<file path="config.mk">
export PLATFORM = sky130hd
export DESIGN_NAME = jacobi_eigen_ctrl
export DESIGN_NICKNAME = d
export VERILOG_FILES = /design/src/rtl/jacobi_eigen_ctrl.sv
export SDC_FILE = /design/constraint.sdc
export NUM_CORES = 1
export LEC_CHECK = 0
export BUFFER_PORTS_ARGS = -buffer_cell sky130_fd_sc_hd__buf_4
export CORE_AREA = 2 2 650 652
export CTS_CLUSTER_DIAMETER = 100
export CTS_CLUSTER_SIZE = 10
export DETAILED_ROUTE_END_ITERATION = 6
export DIE_AREA = 0 0 652 654
export PLACE_DENSITY = 0.3
export RECOVER_POWER = 100
export SETUP_SLACK_MARGIN = 0.3
export SYNTH_ARGS = -nofsm -noshare
export SYNTH_HDL_FRONTEND = slang
export SYNTH_SLANG_ARGS = --single-unit
</file>
<file path="constraint.sdc">
create_clock -name clk -period 9.1 [get_ports clk]
set_clock_uncertainty 0.2 [all_clocks]
set_input_delay 0.91 -clock clk [delete_from_list [all_inputs] [get_ports clk]]
set_output_delay 0.91 -clock clk [all_outputs]
set_load 0.05 [all_outputs]
</file>
<file path="src/rtl/jacobi_eigen_ctrl.sv">
`default_nettype none
// ============================================================================
// Module   : jacobi_eigen_ctrl
// Purpose  : Jacobi eigendecomposition sequencer for an N x N symmetric
//            matrix. Accepts a matrix, scans the upper triangle for the
//            largest off-diagonal pivot, and hands rotations to an external
//            rotation engine. It stops on a tolerance or an iteration cap and
//            returns diag(A), V, the rotation count and a status code.
// Options  : EIGEN_ABORT_EN adds an 'abort' input (status 10 on abort).
// Revision : 1.0 - initial release
// ============================================================================
module jacobi_eigen_ctrl #(
  parameter  int WIDTH  = 16,
  parameter  int N      = 4,
  parameter  int ITER_W = 8,
  localparam int IDX_W  = (N > 1) ? $clog2(N) : 1
) (
  input  logic                   clk,
  input  logic                   rst_n,
  input  logic                   in_valid,
  output logic                   in_ready,
  input  logic [N*N*WIDTH-1:0]   in_matrix,
  input  logic [WIDTH-1:0]       tol,
  input  logic [ITER_W-1:0]      max_iter,
`ifdef EIGEN_ABORT_EN
  input  logic                   abort,
`endif
  output logic                   rot_valid,
  input  logic                   rot_ready,
  output logic [IDX_W-1:0]       rot_p,
  output logic [IDX_W-1:0]       rot_q,
  output logic [N*N*WIDTH-1:0]   rot_a,
  output logic [N*N*WIDTH-1:0]   rot_v,
  input  logic                   res_valid,
  input  logic [N*N*WIDTH-1:0]   res_a,
  input  logic [N*N*WIDTH-1:0]   res_v,
  output logic                   out_valid,
  input  logic                   out_ready,
  output logic [N*WIDTH-1:0]     out_values,
  output logic [N*N*WIDTH-1:0]   out_vectors,
  output logic [ITER_W-1:0]      out_iters,
  output logic [1:0]             out_status
);

  localparam int MW    = N * N * WIDTH;
  localparam int P     = N * (N - 1) / 2;
  localparam int CNT_W = (P > 0) ? $clog2(P + 1) : 1;

  localparam logic [WIDTH-1:0] ABS_MAX = {1'b0, {(WIDTH-1){1'b1}}};
  localparam logic [WIDTH-1:0] NEG_MIN = {1'b1, {(WIDTH-1){1'b0}}};
  localparam logic [WIDTH-1:0] ONE_Q   = WIDTH'(1) << (WIDTH / 2);

  localparam logic [1:0] ST_CONV = 2'b00;
  localparam logic [1:0] ST_CAP  = 2'b01;
`ifdef EIGEN_ABORT_EN
  localparam logic [1:0] ST_ABORT = 2'b10;
`endif

  // Identity in Q(WIDTH/2): one on every diagonal element.
  function automatic logic [MW-1:0] ident_f();
    logic [MW-1:0] m;
    m = '0;
    for (int i = 0; i < N; i++) begin
      m[(i*N+i)*WIDTH +: WIDTH] = ONE_Q;
    end
    return m;
  endfunction

  localparam logic [MW-1:0] IDENT = ident_f();

  typedef enum logic [2:0] {
    S_IDLE  = 3'd0,
    S_SCAN  = 3'd1,
    S_ISSUE = 3'd2,
    S_WAIT  = 3'd3,
    S_DONE  = 3'd4
  } state_t;

  state_t             state_q;
  logic               in_ready_q;
  logic [MW-1:0]      a_q;
  logic [MW-1:0]      v_q;
  logic [WIDTH-1:0]   tol_q;
  logic [ITER_W-1:0]  max_iter_q;
  logic [ITER_W-1:0]  iter_q;
  logic               rot_valid_q;
  logic [IDX_W-1:0]   rot_p_q;
  logic [IDX_W-1:0]   rot_q_q;
  logic               out_valid_q;
  logic [1:0]         status_q;

  // Pivot scan bookkeeping
  logic [IDX_W-1:0]   scan_p_q;
  logic [IDX_W-1:0]   scan_q_q;
  logic [CNT_W-1:0]   scan_cnt_q;
  logic [WIDTH-1:0]   max_q;
  logic [IDX_W-1:0]   best_p_q;
  logic [IDX_W-1:0]   best_q_q;

  logic [WIDTH-1:0]   a_el [N][N];
  logic [WIDTH-1:0]   scan_el_d;
  logic [WIDTH-1:0]   scan_abs_d;
  logic               scan_done_d;

  // Element view of the working matrix, row-major packing.
  for (genvar r = 0; r < N; r++) begin : g_row
    for (genvar c = 0; c < N; c++) begin : g_col
      assign a_el[r][c] = a_q[(r*N+c)*WIDTH +: WIDTH];
    end
  end

  // Eigenvalue outputs are the diagonal of the working matrix.
  for (genvar i = 0; i < N; i++) begin : g_diag
    assign out_values[i*WIDTH +: WIDTH] = a_q[(i*N+i)*WIDTH +: WIDTH];
  end

  // Magnitude of the current scan element; the most negative code saturates.
  always_comb begin
    scan_el_d   = a_el[scan_p_q][scan_q_q];
    scan_done_d = (scan_cnt_q == CNT_W'(P));
    if (scan_el_d == NEG_MIN) begin
      scan_abs_d = ABS_MAX;
    end else if (scan_el_d[WIDTH-1]) begin
      scan_abs_d = ~scan_el_d + 1'b1;
    end else begin
      scan_abs_d = scan_el_d;
    end
  end

`ifdef EIGEN_ABORT_EN
  logic abort_hit;
  assign abort_hit = abort &&
                     ((state_q == S_SCAN) || (state_q == S_ISSUE) || (state_q == S_WAIT));
`endif

  // Scan walker: re-armed outside SCAN, visits one upper-triangle pair per cycle.
  always_ff @(posedge clk or negedge rst_n) begin
    if (!rst_n) begin
      scan_p_q   <= '0;
      scan_q_q   <= IDX_W'(1);
      scan_cnt_q <= '0;
      max_q      <= '0;
      best_p_q   <= '0;
      best_q_q   <= IDX_W'(1);
    end else if (state_q != S_SCAN) begin
      scan_p_q   <= '0;
      scan_q_q   <= IDX_W'(1);
      scan_cnt_q <= '0;
      max_q      <= '0;
      best_p_q   <= '0;
      best_q_q   <= IDX_W'(1);
    end else if (!scan_done_d) begin
      // Strictly greater keeps the first pair in scan order on ties.
      if (scan_abs_d > max_q) begin
        max_q    <= scan_abs_d;
        best_p_q <= scan_p_q;
        best_q_q <= scan_q_q;
      end
      if (scan_q_q == IDX_W'(N - 1)) begin
        scan_p_q <= scan_p_q + 1'b1;
        scan_q_q <= scan_p_q + IDX_W'(2);
      end else begin
        scan_q_q <= scan_q_q + 1'b1;
      end
      scan_cnt_q <= scan_cnt_q + 1'b1;
    end
  end

  // Main sequencer: handshakes, decision, matrix update and registered outputs.
  always_ff @(posedge clk or negedge rst_n) begin
    if (!rst_n) begin
      state_q     <= S_IDLE;
      in_ready_q  <= 1'b0;
      a_q         <= '0;
      v_q         <= '0;
      tol_q       <= '0;
      max_iter_q  <= '0;
      iter_q      <= '0;
      rot_valid_q <= 1'b0;
      rot_p_q     <= '0;
      rot_q_q     <= '0;
      out_valid_q <= 1'b0;
      status_q    <= '0;
`ifdef EIGEN_ABORT_EN
    end else if (abort_hit) begin
      state_q     <= S_DONE;
      rot_valid_q <= 1'b0;
      out_valid_q <= 1'b1;
      status_q    <= ST_ABORT;
`endif
    end else begin
      case (state_q)
        S_IDLE: begin
          if (in_valid && in_ready_q) begin
            a_q        <= in_matrix;
            v_q        <= IDENT;
            tol_q      <= tol;
            max_iter_q <= max_iter;
            iter_q     <= '0;
            in_ready_q <= 1'b0;
            state_q    <= S_SCAN;
          end else begin
            in_ready_q <= 1'b1;
          end
        end
        S_SCAN: begin
          if (scan_done_d) begin
            if (max_q <= tol_q) begin
              status_q    <= ST_CONV;
              out_valid_q <= 1'b1;
              state_q     <= S_DONE;
            end else if (iter_q == max_iter_q) begin
              status_q    <= ST_CAP;
              out_valid_q <= 1'b1;
              state_q     <= S_DONE;
            end else begin
              rot_p_q     <= best_p_q;
              rot_q_q     <= best_q_q;
              rot_valid_q <= 1'b1;
              state_q     <= S_ISSUE;
            end
          end
        end
        S_ISSUE: begin
          if (rot_ready) begin
            rot_valid_q <= 1'b0;
            state_q     <= S_WAIT;
          end
        end
        S_WAIT: begin
          if (res_valid) begin
            a_q <= res_a;
            v_q <= res_v;
            if (iter_q != {ITER_W{1'b1}}) begin
              iter_q <= iter_q + 1'b1;
            end
            state_q <= S_SCAN;
          end
        end
        S_DONE: begin
          if (out_ready) begin
            out_valid_q <= 1'b0;
            in_ready_q  <= 1'b1;
            state_q     <= S_IDLE;
          end
        end
        default: state_q <= S_IDLE;
      endcase
    end
  end

  assign in_ready    = in_ready_q;
  assign rot_valid   = rot_valid_q;
  assign rot_p       = rot_p_q;
  assign rot_q       = rot_q_q;
  assign rot_a       = a_q;
  assign rot_v       = v_q;
  assign out_valid   = out_valid_q;
  assign out_vectors = v_q;
  assign out_iters   = iter_q;
  assign out_status  = status_q;

endmodule
`default_nettype wire
</file>
==> summary.txt <==
Max cap viols -> 26
Initial antenna violation count -> 115
Total clock sinks -> 582
Die width -> 652 um
WL/cell -> 35.35 um
Most frequent cells in the layout -> clkbuf_1 (854), buf_4 (821), nand2_1 (579)
Core area -> 419300 sq um
Multi-input gate area -> 11120 sq um
Startpoint types -> flip-flop
Main synth FF type -> dfrtp_1
Post-synth ARST share -> 100.0%
First-pass GRT wire length -> 414300 um
Resize count post-CTS -> 0
Tot GR Track Use -> 15.48%
DP HPWL -> 299600 um
Failing checks -> capacitance limit, slew limit
Synth Area in Compound Gates -> 16.77%
Final setup violation count -> 0
Worst-path clk slew -> 70 ps
Hold path start -> res_v[186]
Peak Freq -> 134.9 MHz
Input/output buffers -> 1645
Min Tclk post-route -> 7414 ps
CTS Buffer Depth -> 4
Setup TNS -> 0 ps
H-tree depth -> 3
Pin count of the biggest net entering global routing -> 207
Row count -> 238
CP Data Required Time -> 9560 ps
Max Slew Vio Count -> 613
Largest family of logic cells by synthesized area -> compound AO/OA/AOI/OAI gates
R2R depth -> 8
CP arrival -> 7880 ps
Xor-xnor portion of the synthesized cell area -> 0.8124%
Worst Hold Class -> input pin to flip-flop
Mapped Cells -> 2931
Adder-cell area share of the yosys netlist -> 1.590%
Nets -> 5015
NetSw -> 0.01669 W
Mux cell area share after synthesis -> 5.803%
Chip height -> 654 um
Synth unique cells -> 70
Vias/cell -> 3.084
Critical path origin -> state_q[0]
DP Cell Count -> 9607
Total routed wirelength -> 345500 um
Post-Syn Area -> 29110 sq um
Clock latency on the worst-skew pair -> 810 ps
GP Congestion -> 0.8969
Slew HR -> -135.6%
Router iterations before antenna repair -> 5
Root buf cell -> clkbuf_16
I/O pins -> 1647
Ys Warns -> 0
Setup slack, reg-to-reg -> 1690 ps
CTS tree -> done
CP max FO -> 170
Leakage -> 18.07 nW
DRC Markers -> 0
Slew at the pin closest to its max-slew limit -> 3534 ps
P_int -> 0.008673 W
Clock share of power -> 14.1%
Post-synth EDFFs -> 0
Crit Reg-Reg Startpoint -> state_q[0]
Syn avg cell area -> 9.931 sq um
Area delta synth->final -> 55.13%
Simple-gate area share of the yosys netlist -> 13.12%
Starting Density -> 6.943%
Worst setup path class -> flip-flop to flip-flop
Yosys reg bits -> 582
Via count -> 30140
Reg2reg end -> out_vectors[99]
Flop pwr share -> 24.1%
Seq/Total Area, Yosys -> 50.04%
Storage cell area -> 14570 sq um
Power Dens Cells -> 561.7 nW/um^2
Final Hold Vio Count -> 0
Layout filler cell count -> 49030
Initial DRC count -> 2139
Mapped Nets -> 3766
CP endpoint -> out_vectors[99]
Antenna Violating Nets Remaining -> 0
Commonest non-fill, non-tap cell in the layout -> clkbuf_1
Status -> finished, violations left
Worst Setup End Kind -> flip-flop
Share of post-route cells with drive strength above 1 -> 25.05%
Non-filler instance count after layout -> 9773
Worst IR drop on VDD -> 0.2592 mV
Gr ovfl total -> 0
Net Sw Frac -> 65.81%
Unrepaired setup endpoints after global routing -> false
Tcrit/Tclk final -> 81.47%
Combinational power share -> 61.8%
Vias in the first global route -> 30530
DIE AREA -> 426400 sq um
CTS buffer count -> 90
Tot Pwr -> 0.02536 W
-- routing by layer --
layer,GRT usage [%],vias to the layer above,part of all wire [%]
li1,-,12530,-
met1,16.18,15730,35
met2,28.85,1405,53
met3,5.050,417,8.4
met4,5.241,58,4.0
met5,0,-,0.11
-- synth_stat cells, types with 3 or more instances --
master,number,area share (%)
mux2_2,15,0.58
nand2b_1,6,0.13
xnor2_1,11,0.33
clkbuf_1,186,2.4
a22oi_1,10,0.26
nor2b_1,9,0.19
nor3_1,9,0.15
dfrtp_1,580,50
o21a_1,5,0.13
a21o_1,8,0.21
and3_1,6,0.13
buf_6,3,0.12
a22o_1,267,8.0
a211oi_1,6,0.15
o21bai_1,3,0.077
buf_1,5,0.064
buf_12,4,0.28
a21oi_1,18,0.31
a31oi_1,265,5.7
nand2_1,580,7.5
mux2i_1,27,0.93
and2_1,5,0.11
nand3_1,10,0.17
buf_4,325,8.4
mux4_2,52,4.0
o21ai_0,44,0.76
o22a_1,6,0.18
buf_2,7,0.12
inv_1,38,0.49
nor2_2,5,0.11
a221oi_1,4,0.12
nand4_1,11,0.24
nor2_1,299,3.9
ha_1,37,1.6
nor4_1,4,0.086
xor2_1,16,0.48
-- worst max-delay path, stage by stage (launching register included) --
cell and delay, ps:
dfrtp_1 540, or2_2 420, nor3_1 1390, clkbuf_1 1310, nor2_1 1310, buf_4 670
buf_4 310, buf_12 240, a22o_1 420
-- power groups by stage --
stage	Clock (W)	Combinational, W	Sequential (W)
2_1_floorplan	0	0.00695	0.00832
3_3_place_gp	0	0.0177	0.00621
3_5_place_dp	0	0.0176	0.00624
4_1_cts	0.00374	0.0177	0.00621
5_1_grt	0.00380	0.0165	0.00625
6_report	0.00357	0.0157	0.00612
-- logic make-up after synthesis --
logic type / count (synthesis)
and+or+nand+nor: 958
buffers and inverters: 568
adders and majority gates: 37
DFF: 582
xor gates and xnor gates: 27
AOI/OAI and AO/OA: 660
other: 1
muxes: 98
-- cell type report --
class / instances / area share, %
diodes: 34 / 0.1884
clock buffers: 96 / 5.173
clock inverters: 35 / 0.9587
inverters: 38 / 0.3159
multi-input cells: 1781 / 24.63
flip-flops and latches: 582 / 32.27
well taps: 5520 / 15.29
repair buffers: 1687 / 21.17
-- registers in the layout, indices dropped and copies added (netlist names) --
register     count
best_q_q         2
state_q          3
max_iter_q       8
scan_p_q         2
out_vectors    256
rot_a          256
rot_valid        1
in_ready         1
out_iters        8
best_p_q         2
max_q           16
scan_q_q         2
out_status       1
scan_cnt_q       3
rot_q            2
tol_q           16
rot_p            2
out_valid        1
-- worst min-delay path by stage --
stage	to	slack (ps)	depth (start not counted)
floorplan	rot_p[0]	280	1
global placement	rot_valid	270	1
detailed placement	rot_valid	270	1
CTS	out_vectors[186]	6	2
global route	out_vectors[228]	50	2
finish	out_vectors[186]	110	2
-- repair_timing --
item                       in CTS  in global routing
setup buffers                   0                  0
hold endpoints to repair       40                  0
setup endpoints to repair       0                  0
hold buffers                    1                  0
-- stage by stage --
stage               cell area, sq um  utilization [%]  setup slack (ps)  hold slack, ps
floorplan                      29110                -              4260           278.7
global placement               45550            10.87              2029           271.6
detailed placement             45550            10.87              2114           271.5
CTS                            48330            11.53              2076           6.309
global route                   45140            10.76              1037           50.48
finish                         45160            10.77              1686           109.3
No activity file was read; power rests on OpenSTA's default activity.
